### config.mk
export PLATFORM = sky130hd
export DESIGN_NAME = ps2_cmd_seq
export DESIGN_NICKNAME = d
export VERILOG_FILES = /design/src/rtl/ps2_cmd_seq.sv
export SDC_FILE = /design/constraint.sdc
export NUM_CORES = 1
export LEC_CHECK = 0
export CORE_ASPECT_RATIO = 0.75
export CORE_MARGIN = 10
export CORE_UTILIZATION = 35
export CTS_BUF_LIST = sky130_fd_sc_hd__clkbuf_8
export CTS_CLUSTER_DIAMETER = 50
export DETAILED_ROUTE_END_ITERATION = 10
export PLACE_DENSITY = 0.5
export SLEW_MARGIN = 40
export SYNTH_ARGS = -nofsm -noshare
export SYNTH_HDL_FRONTEND = slang
export SYNTH_SLANG_ARGS = --single-unit
### constraint.sdc
create_clock -name clk -period 5.4 [get_ports clk]
set_clock_uncertainty 0.2 [all_clocks]
set_input_delay 1.62 -clock clk [delete_from_list [all_inputs] [get_ports clk]]
set_output_delay 1.62 -clock clk [all_outputs]
set_load 0.1 [all_outputs]
### src/rtl/ps2_cmd_seq.sv
// ps2_cmd_seq: host-side command sequencer for a PS/2 keyboard.
// Issues the LED update (ED, {5'b0,leds}) and keyboard reset (FF, then
// wait for the AA/FC self-test reply) sequences through a ps2 core.
// Each byte must be answered with FA. FE, a transmit timeout or a missing
// reply causes a resend, up to MAX_RETRY resends per byte. Received bytes
// that are not part of a command handshake are forwarded as scan codes.
//
// Ports:
//   clk, rst            clock, synchronous active-high reset
//   led_req, leds       LED update request pulse and {caps,num,scroll}
//   kbd_rst_req         keyboard reset request pulse
//   busy, done, err     sequence active / success pulse / sticky error
//   bat_ok              last keyboard reset completed with AA
//   oreq, obyte, oack   transmit request, byte and completion from the core
//   timeout             transmit timeout level from the core
//   istrobe, ibyte      received byte strobe and data from the core
//   kstrobe, kbyte      forwarded scan code strobe and data
module ps2_cmd_seq #(
  parameter int ACK_WAIT  = 500000,
  parameter int BAT_WAIT  = 25000000,
  parameter int MAX_RETRY = 3
) (
  input  logic       clk,
  input  logic       rst,
  input  logic       led_req,
  input  logic [2:0] leds,
  input  logic       kbd_rst_req,
  output logic       busy,
  output logic       done,
  output logic       err,
  output logic       bat_ok,
  output logic       oreq,
  output logic [7:0] obyte,
  input  logic       oack,
  input  logic       timeout,
  input  logic       istrobe,
  input  logic [7:0] ibyte,
  output logic       kstrobe,
  output logic [7:0] kbyte
);

  localparam logic [2:0] IDLE     = 3'd0;
  localparam logic [2:0] SEND     = 3'd1;
  localparam logic [2:0] WAIT_TX  = 3'd2;
  localparam logic [2:0] WAIT_ACK = 3'd3;
  localparam logic [2:0] WAIT_BAT = 3'd4;
  localparam logic [2:0] FINISH   = 3'd5;

  localparam logic [24:0] ACK_LOAD  = 25'(ACK_WAIT);
  localparam logic [24:0] BAT_LOAD  = 25'(BAT_WAIT);
  localparam logic [7:0]  RETRY_MAX = 8'(MAX_RETRY);

  logic [2:0]  state;
  logic        pend_led;
  logic        pend_rst;
  logic [2:0]  pend_leds;
  logic [2:0]  cur_leds;
  logic        is_rst;     // current sequence is a keyboard reset
  logic        step;       // LED sequence: 0 = ED byte, 1 = data byte
  logic [7:0]  retry;
  logic [24:0] cnt;
  logic [7:0]  tx_byte;
  logic        consumed;
  logic        fail;

  assign busy  = (state != IDLE);
  assign oreq  = (state == SEND);
  // The byte source registers only change in IDLE and WAIT_ACK, so obyte
  // stays stable from SEND through WAIT_TX.
  assign obyte = (state == SEND || state == WAIT_TX) ? tx_byte : '0;

  always_comb begin
    tx_byte = 8'hED;
    if (is_rst)
      tx_byte = 8'hFF;
    else if (step)
      tx_byte = {5'b0, cur_leds};
  end

  always_comb begin
    consumed = 1'b0;
    if (istrobe) begin
      if (state == WAIT_ACK && (ibyte == 8'hFA || ibyte == 8'hFE))
        consumed = 1'b1;
      if (state == WAIT_BAT && (ibyte == 8'hAA || ibyte == 8'hFC))
        consumed = 1'b1;
    end
  end

  // A received byte takes precedence over reply-counter expiry.
  always_comb begin
    fail = 1'b0;
    if (state == WAIT_TX && !oack && timeout)
      fail = 1'b1;
    if (state == WAIT_ACK) begin
      if (istrobe)
        fail = (ibyte == 8'hFE);
      else
        fail = (cnt == '0);
    end
  end

  always_ff @(posedge clk) begin
    if (rst) begin
      state     <= IDLE;
      pend_led  <= 1'b0;
      pend_rst  <= 1'b0;
      pend_leds <= '0;
      cur_leds  <= '0;
      is_rst    <= 1'b0;
      step      <= 1'b0;
      retry     <= '0;
      cnt       <= '0;
      done      <= 1'b0;
      err       <= 1'b0;
      bat_ok    <= 1'b0;
      kstrobe   <= 1'b0;
      kbyte     <= '0;
    end else begin
      done    <= 1'b0;
      kstrobe <= istrobe && !consumed;
      if (istrobe && !consumed)
        kbyte <= ibyte;

      if (led_req) begin
        pend_led  <= 1'b1;
        pend_leds <= leds;
      end
      if (kbd_rst_req)
        pend_rst <= 1'b1;

      case (state)
        IDLE: begin
          // Same-cycle requests are accepted directly; the pending flag
          // assignments below override the ones set just above.
          if (pend_rst || kbd_rst_req) begin
            pend_rst <= 1'b0;
            is_rst   <= 1'b1;
            step     <= 1'b0;
            retry    <= '0;
            err      <= 1'b0;
            state    <= SEND;
          end else if (pend_led || led_req) begin
            pend_led <= 1'b0;
            is_rst   <= 1'b0;
            step     <= 1'b0;
            cur_leds <= led_req ? leds : pend_leds;
            retry    <= '0;
            err      <= 1'b0;
            state    <= SEND;
          end
        end
        SEND: state <= WAIT_TX;
        WAIT_TX: begin
          if (oack) begin
            cnt   <= ACK_LOAD;
            state <= WAIT_ACK;
          end
        end
        WAIT_ACK: begin
          if (istrobe && ibyte == 8'hFA) begin
            retry <= '0;
            if (is_rst) begin
              cnt   <= BAT_LOAD;
              state <= WAIT_BAT;
            end else if (!step) begin
              step  <= 1'b1;
              state <= SEND;
            end else begin
              state <= FINISH;
            end
          end else if (!istrobe && cnt != '0) begin
            cnt <= cnt - 25'd1;
          end
        end
        WAIT_BAT: begin
          if (istrobe && ibyte == 8'hAA) begin
            bat_ok <= 1'b1;
            state  <= FINISH;
          end else if (istrobe && ibyte == 8'hFC) begin
            bat_ok <= 1'b0;
            err    <= 1'b1;
            state  <= FINISH;
          end else if (cnt == '0) begin
            bat_ok <= 1'b0;
            err    <= 1'b1;
            state  <= FINISH;
          end else begin
            cnt <= cnt - 25'd1;
          end
        end
        FINISH: begin
          done  <= !err;
          state <= IDLE;
        end
        default: state <= IDLE;
      endcase

      if (fail) begin
        if (retry == RETRY_MAX) begin
          err <= 1'b1;
          if (is_rst)
            bat_ok <= 1'b0;
          state <= FINISH;
        end else begin
          retry <= retry + 8'd1;
          state <= SEND;
        end
      end
    end
  end

endmodule

Word level (Yosys, flattened, before mapping). Cells that the tools add are included.

$add $sub $neg: 2. $mul: 0. Divide/modulo/power cells: 0. Magnitude comparators: 0. Equality and inequality tests: 23. Shift operators: 0. Mux-type cells: 64. Bitwise operators: 2. Reductions and logical operators: 31.

Operators with widths (count): 25-bit 2-to-1 mux (7); 25-bit one-hot mux with 3 select lines (1); 8-bit 2-to-1 mux (8); 3-bit 2-to-1 mux (12); 8-bit == test (second input constant) (4); 1-bit 2-to-1 mux (32); 25-bit logical NOT (1); 25-bit nonzero test (1); 25-bit by 1-bit subtractor with 25-bit output (second input constant) (1); 8-bit one-hot mux with 2 select lines (1); 3-bit one-hot mux with 5 select lines (1); 2-bit inequality test (second input constant) (5); 1-bit logical AND (9); 3-bit inequality test (second input constant) (3); 8-bit by 1-bit adder with 8-bit output (second input constant) (1); 8-bit by 2-bit == test with 1-bit output (second input constant) (1); 4-bit AND reduction (2); 7-bit AND reduction (1); 3-bit by 2-bit == test with 1-bit output (second input constant) (2); 3-bit == test (second input constant) (2); 3-bit nonzero test (2); 1-bit logical OR (5); 5-bit by 2-bit inequality test with 1-bit output (second input constant) (1); 1-bit logical NOT (4); 12 further kinds (15).

Bits in registers: 58. Bits in latches: 0. Memory bits (writable): 0. ROM bits: 0. Output and inout port bits: 22. Memories: 0.

Depth between registers and ports, before layout. Gate-level depths: netlist of run 1.

Depth after elaboration: 8. Mapped depth: 9. Mapped depth without buffers: 8.

Least setup slack after synthesis of run 1. No wires, ideal clock.

Path type: flip-flop to output port. From: register state[0]. To: output port obyte[1]. Arrival: 2.644 ns. Required time: 3.580 ns. Path slack: 0.936 ns. Cell stages (with the launch flop): 4. Path buffers: 1. Cell sequence: dfxtp_1 > buf_2 > xnor2_1 > nor3_1.

Cells in the longest elaborated chain, start to end: 3. Elaborated cells on any way between the ends: 4. Classes of those cells: 2 x eq/ne; 1 x mux; 1 x reduce/logical.

RTL lines: start, declared (RTL line 53) `logic [2:0] state;`; start signal, assigned (RTL line 105) `state <= IDLE;`; start signal, assigned (RTL line 142) `state <= SEND;`; start signal, assigned (RTL line 150) `state <= SEND;`; 3-bit by 1-bit == test with 1-bit output / 3-bit by 2-bit == test with 1-bit output (equally long branches) (RTL line 70) `assign obyte = (state == SEND || state == WAIT_TX) ? tx_byte : '0;`; 1-bit logical OR (*) (RTL line 70); 8-bit 2-to-1 mux (*) (RTL line 70); end, declared (RTL line 33) `output logic [7:0] obyte,`.

Mark *: on every way between the ends. The rest lies on a longest branch, timed or not.

Final worst setup path of run 1.
From: input port ibyte[4]. To: register cnt[14].

Cells in the longest elaborated chain, start to end: 4. Elaborated cells on any way between the ends: 13. Classes of those cells: 7 x eq/ne; 2 x mux; 4 x reduce/logical.

RTL lines: start, declared (RTL line 37) `input logic [7:0] ibyte,`; 8-bit == test, on equally long branches (RTL line 161, 177, 180); 1-bit logical AND, on equally long branches (RTL line 161, 177, 180); 3-bit by 1-bit inequality test with 1-bit output (no line) (tied with other cells); 7-bit AND reduction (no line) / 25-bit one-hot mux with 3 select lines (equally long branches); end signal, assigned (RTL line 173) `cnt <= cnt - 25'd1;`; end signal, assigned (RTL line 189) `cnt <= cnt - 25'd1;`; end, declared (RTL line 61) `logic [24:0] cnt;`.

Several ways; a longest one is shown, not always the timed one. A chain may end at the register's enable or synchronous reset.

==> results of run 1 <==
-- area by class of cell --
class	count	area, um^2	share of cell area [%]
inverters	12	45.0	1.17
flip-flops and latches	58	1160	30.2
repair buffers	42	298	7.74
multi-input cells	311	1990	51.8
well taps	128	160	4.16
clock inverters	4	25.0	0.651
clock buffers	12	165	4.29
-- layout by cell type, fill, tap and decap left out, types with 5 or more instances in the layout --
cell	n
or4_1	7
inv_1	11
nor3_1	20
o31ai_1	5
o211ai_1	9
nand3_1	15
nand2_1	22
a31oi_1	11
mux2i_1	12
a21oi_1	25
nand4_1	12
nor2_1	49
and3_1	5
a211oi_1	11
o22a_1	5
nor4_1	6
o21ai_0	17
or2_2	6
buf_2	23
clkbuf_8	12
dfxtp_1	58
clkdlybuf4s50_1	16
-- power groups by stage --
stage	Combinational, mW	Sequential, mW	Clock, mW
finish	1.72	0.597	0.383
floorplan	1.39	0.594	0
CTS	1.71	0.595	0.392
detailed placement	1.70	0.604	0
global placement	1.77	0.604	0
global route	1.86	0.610	0.412
-- layer usage --
layer / global-route usage (%) / wire length, um
met4: 3.72 / 80
met2: 17.6 / 3960
met1: 21.9 / 5110
met3: 4.63 / 824
met5: 0 / 0
-- critical path: stages --
cell             delay (ps)
clkdlybuf4s50_1         520
nor4b_1                 510
o211ai_1                170
a21oi_1                 190
or2_2                   470
nor2_1                  220
a41o_1                  280
-- registers in the layout (all words and copies together), names as in the netlist, 3 cells and up --
signal     cells
cnt           25
kbyte          8
retry          8
cur_leds       3
pend_leds      3
state          3
-- cell families (layout without fill, tap and decap cells) --
group / count (synthesis) / in the layout / synth area share, %
AOI/OAI and AO/OA: 116 / 116 / 24.2
xor gates and xnor gates: 1 / 1 / 0.267
adders and majority gates: 2 / 2 / 0.761
buffers and inverters: 35 / 70 / 4.61
DFF: 58 / 58 / 35.3
muxes: 12 / 12 / 3.65
and+or+nand+nor: 180 / 180 / 31.1
-- metrics by stage --
stage	hold WS, ps	util (%)	area (um^2)
CTS	265	42.1	3840
finish	262	42.2	3850
global placement	256	41.1	3750
floorplan	231	-	3290
detailed placement	253	40.0	3650
global route	304	42.2	3850
-- worst paths after layout --
| kind | to | slack (ps) | depth (start not counted) |
|---|---|---|---|
| max reg2reg | cnt[14] | 2420 | 6 |
| min | retry[7] | 260 | 1 |
| max | cnt[14] | 1440 | 7 |
| min reg2reg | retry[7] | 260 | 1 |
==> results by group, run 1 <==
Power and ir drop
  – Final Total Pwr: 2.70 mW
  – PwrDens: 703 mW/mm^2
  – Comb pwr share: 63.8%
  – Internal Power: 1.15 mW
  – Clock power frac: 14.2%
  – Switch share: 57.5%
  – Leakage Power: 1.46 nW
  – Peak supply drop: 0.400 mV
  – Sequential power share: 22.1%
  – Net switching power figure: 1.56 mW

Die
  – Boundary pin count: 40
  – Die Width: approximately 130 um
  – Starting Density: 36.0%
  – Core ar.: 0.00912 mm^2
  – Die Span Y: 104 um
  – # rows: 30
  – DIE AREA: around 0.014 mm^2

Drt
  – Wire length per cell: 17.6 um
  – Routed Antenna Nets: 0
  – DR iter-0 viols: 329
  – DR pass1 iterations: 5
  – DR DRC count: 0
  – Vias per cell: 5.73
  – Final wirelength: 9.98 mm
  – Total number of vias: around 3.3k

Finish
  – ANT cells: 0
  – Final net count: approximately 450
  – Fill cells: 954
  – Fin cells: 567
  – Share of cells above drive strength 1: 15.9%
  – Layout area overhead: 17.0%

Clock network
  – CTS tree: built
  – H-tree levels: 3
  – Sink Count: 58
  – Clk Latency, worst-skew pair: 340 ps
  – Buffer type at the clock tree root: clkbuf_8
  – Post-CTS Setup Inserts: 0
  – # resized after CTS: 0
  – Hold-fix buffers, CTS: 0
  – Num CTS Buffers: 9
  – Clk buf depth: 2
  – Clock transition at path regs: about 60 ps

Timing
  – Setup ws final: about 1400 ps
  – Setup TNS: 0 ps
  – Period utilisation layout: 73.4%
  – Least-Margin Pin Slew: 609 ps
  – Fin. Hold Viols: 0
  – # setup viols final: 0
  – Headroom to the max-slew limit: 59.1%
  – Unrepaired setup endpoints after global routing: false
  – Final Critical Period: 3960 ps
  – Fmax: 0.252 GHz
  – Fin. max-slew vios: 0

Global routing
  – First-pass GRT wire length: 16.0 mm
  – Total gr overflow: 0
  – Initial antenna violation count: 0
  – Largest net degree at the start of global routing: 52
  – All-Layer GR Usage: 14.2%
  – Vias in the first global route: 2876

Hold path
  – Min-Delay Startpoint: retry[7]
  – Hold crit path type: flop to flop

Yosys
  – Syn Inst Count: 404
  – Seq/Total Area, Yosys: 35.3%
  – Cell variety after synth: 62
  – Synth Flop Type: dfxtp_1
  – Most frequent cells after synthesis: dfxtp_1 (58), nor2_1 (49), a21oi_1 (25), nand2_1 (22), nor3_1 (21)
  – Synth top area share: 35.3%
  – Synthesized area per cell: just over 8 um^2
  – Yosys synthesis warning count: 0
  – Post-synth EDFFs: 0
  – Net count after synthesis: 424
  – Ys async rst share: 0%
  – Most common cell in the netlist: dfxtp_1
  – Mapped Area: 0.00329 mm^2
  – Largest area contributor in the netlist: dfxtp_1
  – Top cells by area, synth: dfxtp_1 (35%), nor2_1 (5.6%), a21oi_1 (3.8%), mux2i_1 (3.7%), nor3_1 (3.2%)
  – Yosys reg bits: 58

Worst setup path
  – Crit. End Element: flop
  – WP data required: approximately 5400 ps
  – Critical path fanouts, max: 26
  – Startpoint Class: primary input
  – Worst Path Arrival: 3990 ps
  – Worst Setup Path Type: primary input to flop
  – RR Startpoint: cnt[20]
  – Worst Setup SP: ibyte[4]

Run
  – Number of max-cap violations: 0

Place
  – Port bufs: 39
  – DP Worst Slack: 1090 ps
  – GPL Wtd Cong: 0.797
  – Placed instance count: 551
  – DP HPWL: roughly 7 mm

Outcome
  – Status: finished, final reports clean
(Power assumes the default switching activity.)
==> run 2, diff against run 1 <==
Clock period 5.4 ns to 3.85 ns, I/O delays scaled along.
==> run 2 against run 1 <==
Register-to-register slack worse by 1600 ps. Sequential share of layout area is 0.45 points lower. Combinational power is 46% higher. Clock power is 20% higher. Sequential power is 40% higher. Global-route usage is 0.58 points higher. Wire length is 0.40% higher. Count of clock-buffer cells in the layout is 3 lower. Hold slack better by 14 ps. Core utilization is 0.63 points higher. Critical endpoint is now cnt[24]. Largest cell class unchanged. Highest routed layer unchanged.
==> results by group, run 2 (synthesized netlist as in run 1, its figures left out) <==
Global routing
  – Total gr overflow: 0
  – Met3 GRT Util: 5.55%
  – Most Used Layer, Global Route: met1
  – Met2 usage in global routing: 20.1%
  – Global-route met1 utilization: 20.9%
  – Vias in the first global route: 3090
  – All-Layer GR Usage: between 10 and 15%
  – Initial antenna violation count: 0
  – First-pass GRT wire length: 16.6 mm
  – Largest net degree at the start of global routing: 29

Finish
  – Max reg flops: 25
  – ANT cells: 0
  – Commonest non-fill, non-tap cell in the layout: dfxtp_1
  – Share of cells above drive strength 1: between 10% and 20%
  – Final net count: 462
  – Top Registers: cnt (25), kbyte (8), retry (8)
  – Fin util: 42.8%
  – Most frequent cells in the layout: dfxtp_1 (58), nor2_1 (49), buf_4 (33)
  – Reg with most FFs: cnt
  – Final instance area: 0.00390 mm^2
  – Layout area overhead: 18.8%

Clock network
  – Clk buf depth: 2
  – Hold-fix buffers, CTS: 0
  – Clk Latency, worst-skew pair: 360 ps
  – Post-CTS Setup Inserts: 0
  – Num CTS Buffers: 9
  – H-tree levels: 3
  – Sink Count: 58
  – Buffer type at the clock tree root: clkbuf_8
  – CTS tree: built
  – Clock transition at path regs: ~60 ps
  – # resized after CTS: 0

Power and ir drop
  – Peak supply drop: 0.675 mV
  – PwrDens: 974 mW/mm^2
  – Internal Power: 1.61 mW
  – Sequential power share: 22.0%
  – Leakage Power: 1.49 nW
  – Net switching power figure: between 2 and 2.5 mW
  – Clock power frac: 12.0%
  – Final Total Pwr: 3.80 mW
  – Switch share: between 50% and 60%
  – Comb pwr share: 66.0%

Worst setup path
  – Worst Path Arrival: approximately 3400 ps
  – Critical path fanouts, max: 15
  – WP data required: 3890 ps
  – Crit. End Element: flop
  – Worst r2r path cells: 6
  – Startpoint Class: primary input
  – Worst Setup Path Type: primary input to flop

Timing
  – Least-Margin Pin Slew: 617 ps
  – Setup TNS: 0 ps
  – # setup viols final: 0
  – Fin. Hold Viols: 0
  – Fin. max-slew vios: 0
  – Headroom to the max-slew limit: 58.9%
  – Unrepaired setup endpoints after global routing: false
  – Final Critical Period: 3330 ps
  – Hold Slack: 275 ps
  – Fmax: 0.300 GHz
  – Period utilisation layout: ~86%

Die
  – DIE AREA: ~0.014 mm^2
  – Die Width: 132 um
  – Core ar.: 0.00912 mm^2
  – # rows: 30
  – Die Span Y: 104 um
  – Boundary pin count: 40
  – Starting Density: a little over a third

Drt
  – DR DRC count: 0
  – Wire length per cell: roughly 18 um
  – Total number of vias: 3224
  – DR iter-0 viols: 228
  – Final wirelength: 10.0 mm
  – Vias per cell: 5.64
  – DR pass1 iterations: 5
  – Routed Antenna Nets: 0

Place
  – DP HPWL: between 7 and 8 mm
  – GPL Wtd Cong: 0.791
  – Port bufs: 39
  – Post-DP Area: 0.00376 mm^2

Hold path
  – Hold depth: 1
  – Hold crit path type: flop to flop

Outcome
  – Status: finished, final reports clean

Run
  – Number of max-cap violations: 0
## run 2: worst paths after layout
path,to,slack (ps),from
setup / recovery,cnt[24],520,ibyte[1]
hold / removal,retry[7],280,retry[7]
setup reg to reg,cnt[14],860,cnt[20]
hold reg to reg,retry[7],280,retry[7]
## run 2: final cells by class
type,instances,area (um^2)
Clock buffer,9,124
Clock inverter,4,16.3
Fill cell,958,5220
Inverter,12,45.0
Multi-Input combinational cell,311,1980
Sequential cell,58,1160
Tap cell,128,160
Timing Repair Buffer,50,413
## run 2: per-layer routing
metal  up-vias  share of wire (%)
li1       1612                  -
met1      1503                 52
met2        99                 40
met3        10                6.9
met4         0                1.1
met5         -                  0
## run 2: through the flow
step	cells	setup slack [ps]
4_1_cts	572	534
6_report	572	521
3_3_place_gp	559	172
5_1_grt	572	264
2_1_floorplan	404	457
3_5_place_dp	559	176
## run 2: power groups by stage
| stage | combinational [mW] | clock (mW) | sequential [mW] |
|---|---|---|---|
| 2_1_floorplan | 1.95 | 0 | 0.833 |
| 3_3_place_gp | 2.50 | 0 | 0.846 |
| 3_5_place_dp | 2.48 | 0 | 0.846 |
| 4_1_cts | 2.49 | 0.472 | 0.834 |
| 5_1_grt | 2.69 | 0.493 | 0.858 |
| 6_report | 2.51 | 0.458 | 0.836 |
## run 2: critical path, stage by stage
cell and delay (ps):
clkdlybuf4s50_1 590, nor4b_1 450, o211ai_1 170, a21oi_1 210, or2_2 330, buf_4 210
a211oi_1 50, o22a_1 210
